## config.mk

```make
export PLATFORM = sky130hd
export DESIGN_NAME = loopback_fifo_flat
export DESIGN_NICKNAME = d
export VERILOG_FILES = /design/src/rtl/loopback_fifo_pkg.sv /design/src/rtl/loopback_fifo_if.sv /design/src/rtl/loopback_fifo_pulse_stretch.sv /design/src/rtl/loopback_fifo.sv /design/src/flat_wrapper.sv
export SDC_FILE = /design/constraint.sdc
export NUM_CORES = 1
export LEC_CHECK = 0
export ABC_AREA = 0
export CAP_MARGIN = 40
export CORE_MARGIN = 1
export CORE_UTILIZATION = 35
export DETAILED_ROUTE_END_ITERATION = 10
export PLACE_DENSITY = 0.55
export RECOVER_POWER = 100
export SLEW_MARGIN = 30
export SYNTH_ARGS = -nofsm -noshare
export SYNTH_HDL_FRONTEND = slang
export SYNTH_HIERARCHICAL = 1
export SYNTH_SLANG_ARGS = --single-unit
export TNS_END_PERCENT = 5
```

## constraint.sdc

```tcl
create_clock -name clk_i -period 3.85 [get_ports clk_i]
set_clock_uncertainty 0.1 [all_clocks]
set_input_delay 0.385 -clock clk_i [delete_from_list [all_inputs] [get_ports clk_i]]
set_output_delay 0.385 -clock clk_i [all_outputs]
set_load 0.05 [all_outputs]
```

## src/rtl/loopback_fifo_pkg.sv

```systemverilog
// Shared types and default parameter values for the loopback byte buffer.
package loopback_fifo_pkg;

  localparam int unsigned DATA_W             = 8;
  localparam int unsigned DEF_DEPTH_LOG2     = 4;
  localparam int unsigned DEF_LED_CYCLES     = 2400000;

  typedef logic [DATA_W-1:0] byte_t;

  // Width of a down-counter that must hold the value n.
  function automatic int unsigned cnt_width(input int unsigned n);
    return (n < 1) ? 1 : $clog2(n + 1);
  endfunction

endpackage

```

## src/rtl/loopback_fifo_if.sv

```systemverilog
// Valid/ready byte streams between usb_cdc (OUT producer, IN consumer) and the buffer.
interface loopback_fifo_if;
  import loopback_fifo_pkg::*;

  byte_t out_data_i;
  logic  out_valid_i;
  logic  out_ready_o;
  byte_t in_data_o;
  logic  in_valid_o;
  logic  in_ready_i;

  modport fifo (
    input  out_data_i,
    input  out_valid_i,
    output out_ready_o,
    output in_data_o,
    output in_valid_o,
    input  in_ready_i
  );

  modport cdc (
    output out_data_i,
    output out_valid_i,
    input  out_ready_o,
    input  in_data_o,
    input  in_valid_o,
    output in_ready_i
  );

endinterface

```

## src/rtl/loopback_fifo_pulse_stretch.sv

```systemverilog
// Retriggerable pulse stretcher: output stays high CYCLES clocks after the last trigger.
module pulse_stretch
  import loopback_fifo_pkg::*;
#(
  parameter int unsigned CYCLES = 8
) (
  input  logic clk_i,
  input  logic rst_i,
  input  logic trig_i,
  output logic out_o
);

  localparam int unsigned CNT_W = cnt_width(CYCLES);

  logic [CNT_W-1:0] r_cnt;
  logic [CNT_W-1:0] w_cnt_nxt;

  always_comb begin
    w_cnt_nxt = r_cnt;
    if (trig_i) begin
      w_cnt_nxt = CNT_W'(CYCLES);
    end else if (r_cnt != '0) begin
      w_cnt_nxt = r_cnt - CNT_W'(1);
    end
  end

  always_ff @(posedge clk_i or posedge rst_i) begin
    if (rst_i) begin
      r_cnt <= '0;
    end else begin
      r_cnt <= w_cnt_nxt;
    end
  end

  assign out_o = (r_cnt != '0);

endmodule

```

## src/rtl/loopback_fifo.sv

```systemverilog
// Loopback byte FIFO between usb_cdc OUT and IN streams, with RX/TX activity LEDs.
module loopback_fifo
  import loopback_fifo_pkg::*;
#(
  parameter int unsigned DEPTH_LOG2 = DEF_DEPTH_LOG2,
  parameter int unsigned LED_CYCLES = DEF_LED_CYCLES
) (
  input  logic                  clk_i,
  input  logic                  rst_i,
  loopback_fifo_if.fifo         bus,
  output logic [DEPTH_LOG2:0]   level_o,
  output logic                  rx_led_o,
  output logic                  tx_led_o
);

  localparam int unsigned PTR_W = DEPTH_LOG2;
  localparam int unsigned LVL_W = DEPTH_LOG2 + 1;
  localparam int unsigned DEPTH = 1 << DEPTH_LOG2;

  byte_t            r_mem [DEPTH];
  logic [PTR_W-1:0] r_wr_ptr;
  logic [PTR_W-1:0] r_rd_ptr;
  logic [LVL_W-1:0] r_level;

  logic             w_full;
  logic             w_empty;
  logic             w_wr_en;
  logic             w_rd_en;
  logic [LVL_W-1:0] w_level_nxt;

  // Flags come only from the registered level so usb_cdc sees no comb path.
  assign w_full  = (r_level == LVL_W'(DEPTH));
  assign w_empty = (r_level == '0);
  assign w_wr_en = bus.out_valid_i & ~w_full;
  assign w_rd_en = bus.in_ready_i  & ~w_empty;

  always_comb begin
    w_level_nxt = r_level;
    case ({w_wr_en, w_rd_en})
      2'b10:   w_level_nxt = r_level + LVL_W'(1);
      2'b01:   w_level_nxt = r_level - LVL_W'(1);
      default: w_level_nxt = r_level;
    endcase
  end

  always_ff @(posedge clk_i or posedge rst_i) begin
    if (rst_i) begin
      r_wr_ptr <= '0;
      r_rd_ptr <= '0;
      r_level  <= '0;
    end else begin
      if (w_wr_en) begin
        r_wr_ptr <= r_wr_ptr + PTR_W'(1);
      end
      if (w_rd_en) begin
        r_rd_ptr <= r_rd_ptr + PTR_W'(1);
      end
      r_level <= w_level_nxt;
    end
  end

  // Storage is left unreset so it can map onto LUT RAM / EBR.
  always_ff @(posedge clk_i) begin
    if (w_wr_en) begin
      r_mem[r_wr_ptr] <= bus.out_data_i;
    end
  end

  assign bus.out_ready_o = ~w_full;
  assign bus.in_valid_o  = ~w_empty;
  assign bus.in_data_o   = r_mem[r_rd_ptr];
  assign level_o         = r_level;

  pulse_stretch #(.CYCLES(LED_CYCLES)) u_rx_led (
    .clk_i  (clk_i),
    .rst_i  (rst_i),
    .trig_i (w_wr_en),
    .out_o  (rx_led_o)
  );

  pulse_stretch #(.CYCLES(LED_CYCLES)) u_tx_led (
    .clk_i  (clk_i),
    .rst_i  (rst_i),
    .trig_i (w_rd_en),
    .out_o  (tx_led_o)
  );

endmodule

```

## src/flat_wrapper.sv

```systemverilog
// flat-port wrapper written by rule: the top's interface ports become plain ports
module loopback_fifo_flat import loopback_fifo_pkg::*;
#(
  parameter int unsigned DEPTH_LOG2 = DEF_DEPTH_LOG2,
  parameter int unsigned LED_CYCLES = DEF_LED_CYCLES
)
  (clk_i, rst_i, level_o, rx_led_o, tx_led_o, bus_out_data_i, bus_out_valid_i, bus_out_ready_o, bus_in_data_o, bus_in_valid_o, bus_in_ready_i);
  loopback_fifo_if bus_i ();
  input  logic clk_i;
  input  logic rst_i;
  output logic [DEPTH_LOG2:0] level_o;
  output logic rx_led_o;
  output logic tx_led_o;
  input wire logic [$bits(bus_i.out_data_i)-1:0] bus_out_data_i;
  input wire logic [$bits(bus_i.out_valid_i)-1:0] bus_out_valid_i;
  output wire logic [$bits(bus_i.out_ready_o)-1:0] bus_out_ready_o;
  output wire logic [$bits(bus_i.in_data_o)-1:0] bus_in_data_o;
  output wire logic [$bits(bus_i.in_valid_o)-1:0] bus_in_valid_o;
  input wire logic [$bits(bus_i.in_ready_i)-1:0] bus_in_ready_i;
  assign bus_i.out_data_i = bus_out_data_i;
  assign bus_i.out_valid_i = bus_out_valid_i;
  assign bus_out_ready_o = bus_i.out_ready_o;
  assign bus_in_data_o = bus_i.in_data_o;
  assign bus_in_valid_o = bus_i.in_valid_o;
  assign bus_i.in_ready_i = bus_in_ready_i;
  loopback_fifo #(.DEPTH_LOG2(DEPTH_LOG2), .LED_CYCLES(LED_CYCLES)) u_core (.clk_i(clk_i), .rst_i(rst_i), .bus(bus_i), .level_o(level_o), .rx_led_o(rx_led_o), .tx_led_o(tx_led_o));
endmodule
```

==> flow_summary.json, run 1 <==
{
  "status": "completed",
  "h-tree-depth": 4,
  "synthFlopType": "edfxtp_1",
  "synth.cell_area_um2": 8309,
  "area_delta_synth_final_pct": 14.41,
  "pin_count": 29,
  "final_max_slew_viol_count": 0,
  "route.detailed.drc": 0,
  "fin_nets": 657,
  "arrival_ps": 3030,
  "vdd_drop_max_uv": 370.3,
  "synth_commonest_cells": "128 x edfxtp_1, 57 x dfrtp_1, 39 x nor2_1",
  "slew_headroom_pct": 22.69,
  "ys_top_cells_by_area": "edfxtp_1 46%, dfrtp_1 17%, mux4_2 4.3%, mux2i_1 3.5%, nor2_1 1.8%",
  "path_clk_slew_ps": 70,
  "die_x_um": 156.1,
  "die_h_um": 156.1,
  "grt.overflow.total": 0,
  "cts-root-buf": "clkbuf_16",
  "wl_per_cell_um": 17.71,
  "setup_tns_ps": 0,
  "die_area_um2": 24360,
  "drtPass1Iterations": 4,
  "synth_edf_count": 128,
  "grt_pass1_vias": 5082,
  "ys_types": 59,
  "synth.avg_cell_area_um2": 14.01,
  "placed_area_um2": 9014,
  "rows": 56,
  "syn_inst": 593,
  "grt_max_degree": 28,
  "crit_path_end_kind": "primary output",
  "holdWs_ps": 380.4,
  "antenna_found_initial": 1,
  "intPower_mw": 4.285,
  "max_freq_mhz": 284.6,
  "yosysWarnings": 6,
  "synth.top_cell.area_share_pct": 46.26,
  "drive_gt1_share_pct": 11.46,
  "synth_area_leader_cell": "edfxtp_1",
  "seq_power_share_pct": 39.8,
  "core_um2": 23400,
  "crit_fanout": 12,
  "period_minus_slack_ps": 3513,
  "synthesis.nets": 617,
  "fin_ws_ps": 336.8,
  "first_iter_violations": 277,
  "insertion_delay_ps": 420,
  "via_count": 5004,
  "dp_hpwl_mm": 11.51,
  "ant_nets": 0,
  "startpoint_type": "flop",
  "synthArstFlopShare_pct": 30.81,
  "cts_resized": 0,
  "hold_class": "primary input to async pin",
  "finalSetupViolations": 0,
  "design_area_um2": 9507,
  "place_ws_ps": 746.3,
  "wirelength_mm": 17.11,
  "grt_pass1_wl_mm": 27.68,
  "criticalPathCategory": "flop to primary output",
  "yosysMostFrequentCell": "edfxtp_1",
  "cts_tree": "yes",
  "p_per_area_nw_per_um2": 720.1,
  "io_buffers": 28,
  "cts_buffer_depth": 2,
  "routabilityCongestion": 0.7910,
  "start_util_pct": 35.51,
  "ys_seq_area_share_pct": 63.42,
  "tightest_slew_ps": 1160,
  "clock_sinks": 185,
  "swShare_pct": 37.41,
  "synth-seq-cells": 185,
  "rsz0062_at_grt": "no",
  "power_switching_mw": 2.561,
  "cts_setup_buffers": 0,
  "drv_cap": 0,
  "utilization_pct": 40.62,
  "cts_made_buffers": 17,
  "fin_crit_sh_pct": 91.25,
  "track_usage_pct": 15.01,
  "required_ps": 3370,
  "cts_hold_buf": 0,
  "vias_per_cell": 5.180,
  "hold_viol_final": 0,
  "clockPowerShare_pct": 25.2,
  "leakagePower_nw": 3.271,
  "pwr-share-comb_pct": 35.0
}
==> critical path, cell delays in order (launching register included) <==
cell and delay (ps):
dfrtp_1 560, and2_1 430, a221oi_1 490, o21ai_0 160, nand2_1 100, dlygate4sd3_1 870
==> cell usage in the layout (no fill, tap or decap), drive strengths merged, types with 12 or more instances in the layout <==
cell,count
dlygate4sd3,26
mux4,16
xnor2,16
nor4,12
inv,25
nand3,13
mux2i,29
or4,12
edfxtp,128
o21ai,29
nor3,12
a21oi,27
nor2,39
nand2,28
clkbuf,34
dfrtp,57
mux2,15
==> sequential cells by signal (all words and copies together) (netlist names) <==
signal / count
u_core/u_tx_led/r_cnt: 22
u_core/r_rd_ptr: 4
u_core/level_o: 5
u_core/r_mem: 128
u_core/u_rx_led/r_cnt: 22
u_core/r_wr_ptr: 4
==> layer usage <==
layer  track usage, %  up-vias  routed length [µm]
met1            19.58     2546                8050
met3            2.500       18                 463
met2            25.15       90                8380
li1                 -     2350                   -
met5                0        -                   0
met4            5.369        0                 212
==> per-stage QoR <==
stage	std cells	total power, mW
floorplan	593	4.527
global placement	926	5.185
detailed placement	932	5.261
CTS	964	7.005
global route	966	7.225
finish	966	6.846
==> cell type report <==
| cell class | count | area, µm² |
|---|---|---|
| antenna | 1 | 2.502 |
| clock buffer | 18 | 429.2 |
| clock inverter | 14 | 153.9 |
| fill | 2219 | 13900 |
| inverter | 17 | 63.81 |
| multi-input combinational | 362 | 2776 |
| sequential | 185 | 5271 |
| tap | 319 | 399.1 |
| timing repair buffer | 50 | 410.4 |
==> cells by family after synthesis <==
group,share of synthesized area (%)
buffers and inverters,2.891
XOR/XNOR,2.530
adder cells (fa/ha/maj),1.897
AND/OR/NAND/NOR,11.44
flip-flops,63.42
multiplexers,9.908
AO/OA/AOI/OAI,7.906
==> power groups by stage <==
stage	Clock, mW	Sequential, mW	Combinational [mW]
final	1.73	2.72	2.40
after global routing	1.86	2.76	2.60
after CTS	1.78	2.73	2.50
after detailed placement	0	2.77	2.49
after global placement	0	2.75	2.43
after floorplan	0	2.70	1.83
==> worst paths after layout <==
| kind | start | endpoint | slack [ps] | cells after the start |
|---|---|---|---|---|
| max reg2reg | u_core/level_o[0] | u_core/level_o[4] | 630 | 12 |
| min reg2reg | u_core/level_o[4] | u_core/level_o[4] | 460 | 1 |
| min | rst_i | u_core/u_tx_led/r_cnt[15] | 380 | 2 |
| min in group clk_i | u_core/level_o[4] | u_core/level_o[4] | 460 | 1 |
| max | u_core/r_rd_ptr[2] | bus_in_data_o[2] | 340 | 5 |
| max in group asynchronous | rst_i | u_core/u_rx_led/r_cnt[5] | 2280 | 3 |
No activity file was read; power rests on OpenSTA's default activity.
==> run 2, diff against run 1 <==
CORE_ASPECT_RATIO = 1.75   (was default)
clock period = 4 ns   (was 3.85 ns; I/O delays follow)
==> run 2 against run 1 <==
- global-route usage grew 0.70 points
- core utilization barely moved
- sequential share of layout area increased by 0.10 points
- critical path depth did not move
- flip-flop and latch count is the same
- total power shrank 5.1%
- worst setup slack better by 53 ps
- routed wire length up 5.1%
- critical endpoint is now tx_led_o
- largest power group unchanged
- highest routed layer unchanged
==> flow_summary.json, run 2 (same netlist as run 1, synthesis figures left out) <==
{
  "grt_pass1_wl_mm": 28.81,
  "hold_class": "primary input to async pin",
  "cts-root-buf": "clkbuf_16",
  "fin_cells": 954,
  "startpoint_type": "flop",
  "area_delta_synth_final_pct": 14.20,
  "cts_buffer_depth": 2,
  "grt_pass1_vias": 5080,
  "routabilityCongestion": 0.7789,
  "fin_crit_sh_pct": 90.26,
  "mostFrequentLayoutCells": "128 x edfxtp_1, 56 x dfrtp_1, 39 x nor2_1",
  "grt.overflow.total": 0,
  "reg.largest.list": "u_core/r_mem: 128 flops, u_core/u_rx_led/r_cnt: 22 flops, u_core/u_tx_led/r_cnt: 22 flops",
  "regMostFlops": "u_core/r_mem",
  "tightest_slew_ps": 1425,
  "drv_cap": 0,
  "wl_per_cell_um": 18.85,
  "first_iter_violations": 317,
  "grt_max_degree": 35,
  "max_freq_mhz": 277.0,
  "dp.cells": 918,
  "hold_viol_final": 0,
  "cts_hold_buf": 0,
  "swShare_pct": 36.85,
  "die_x_um": 118.5,
  "dp_hpwl_mm": 12.82,
  "insertion_delay_ps": 430,
  "via_count": 5013,
  "start_util_pct": 35.61,
  "final_max_slew_viol_count": 0,
  "rsz0062_at_grt": "no",
  "period_minus_slack_ps": 3610,
  "vdd_drop_max_uv": 315.7,
  "setup_tns_ps": 0,
  "seq_power_share_pct": 39.7,
  "arrival_ps": 3110,
  "route.detailed.drc": 0,
  "cts_made_buffers": 17,
  "crit_fanout": 11,
  "track_usage_pct": 15.71,
  "h-tree-depth": 4,
  "pwr-share-comb_pct": 36.2,
  "clock_sinks": 185,
  "vias_per_cell": 5.255,
  "ant_nets": 0,
  "wirelength_mm": 17.98,
  "leakagePower_nw": 3.285,
  "required_ps": 3500,
  "die_h_um": 205.8,
  "intPower_mw": 4.105,
  "core_um2": 23330,
  "power_switching_mw": 2.395,
  "cts_resized": 0,
  "io_buffers": 28,
  "fillers": 2193,
  "fin_nets": 661,
  "antenna_found_initial": 1,
  "clockPowerShare_pct": 24.2,
  "rows": 74,
  "p_per_area_nw_per_um2": 685.0,
  "finalSetupViolations": 0,
  "slew_headroom_pct": 4.991,
  "criticalPathCategory": "flop to primary output",
  "drtPass1Iterations": 4,
  "antennaDiodeCount": 0,
  "cts_setup_buffers": 0,
  "final_common_cell": "edfxtp_1",
  "cts_tree": "yes",
  "largest_register_ffs": 128,
  "pin_count": 29,
  "status": "completed",
  "path_clk_slew_ps": 70,
  "crit_path_end_kind": "primary output",
  "drive_gt1_share_pct": 13.08,
  "die_area_um2": 24390
}
==> run 2: cell count changes in the layout (fill, tap and decap cells not counted), moves of 2 or more <==
cell | previous run | this run
clkdlybuf4s50_1 | 2 | 4
clkinv_2 | 2 | 5
clkinvlp_4 | 0 | 3
buf_12 | 2 | 0
inv_8 | 4 | 0
clkbuf_1 | 17 | 13
dlygate4sd3_1 | 26 | 24
inv_6 | 4 | 1
buf_4 | 4 | 15
==> run 2: critical path: stages, from the launching register on <==
cell and delay, ps:
dfrtp_1 430, or4_4 580, nor4b_2 250, clkbuf_1 410
nand2_1 250, clkdlybuf4s50_1 760
==> run 2: worst paths after layout <==
path,depth (start not counted),end,start,slack [ps]
max,5,tx_led_o,u_core/u_tx_led/r_cnt[11],390
min,2,u_core/u_tx_led/r_cnt[16],rst_i,350
min reg2reg,1,u_core/level_o[4],u_core/level_o[4],460
max in group asynchronous,3,u_core/u_tx_led/r_cnt[14],rst_i,2480
min in group clk_i,1,u_core/level_o[4],u_core/level_o[4],460
max reg2reg,7,u_core/r_mem[12][7],u_core/level_o[0],620
==> run 2: stage by stage <==
| stage | total power, mW | util (%) | cell area [µm²] | setup WS, ps | hold slack (ps) |
|---|---|---|---|---|---|
| floorplan | 4.357 | - | 8309 | 536.8 | 177.0 |
| global placement | 4.983 | 38.18 | 8907 | 1039 | 440.1 |
| detailed placement | 5.044 | 38.43 | 8967 | 902.6 | 458.3 |
| CTS | 6.626 | 40.79 | 9518 | 570.1 | 320.0 |
| global route | 6.870 | 40.67 | 9489 | 230.9 | 383.2 |
| finish | 6.500 | 40.67 | 9489 | 389.7 | 348.6 |
==> run 2: power by group through the flow <==
| stage | clock [mW] | combinational [mW] | sequential (mW) |
|---|---|---|---|
| floorplan | 0 | 1.76 | 2.60 |
| global placement | 0 | 2.37 | 2.61 |
| detailed placement | 0 | 2.42 | 2.62 |
| CTS | 1.61 | 2.43 | 2.58 |
| global route | 1.69 | 2.57 | 2.62 |
| finish | 1.57 | 2.35 | 2.58 |
==> run 2: area by class of cell <==
type	count	area (µm²)	area share, %
Tap cell	304	380.4	4.008
Clock buffer	20	446.7	4.707
Inverter	17	63.81	0.6725
Sequential cell	185	5271	55.55
Multi-Input combinational cell	362	2789	29.39
Clock inverter	12	103.9	1.094
Timing Repair Buffer	54	434.2	4.575
==> run 2: metal layers <==
metal | track usage, % | up-vias | wire length, µm
met2 | 29.73 | 106 | 10150
met5 | 0 | - | 0
met4 | 7.007 | 0 | 501
met3 | 2.688 | 31 | 514
met1 | 16.99 | 2528 | 6814
li1 | - | 2348 | -
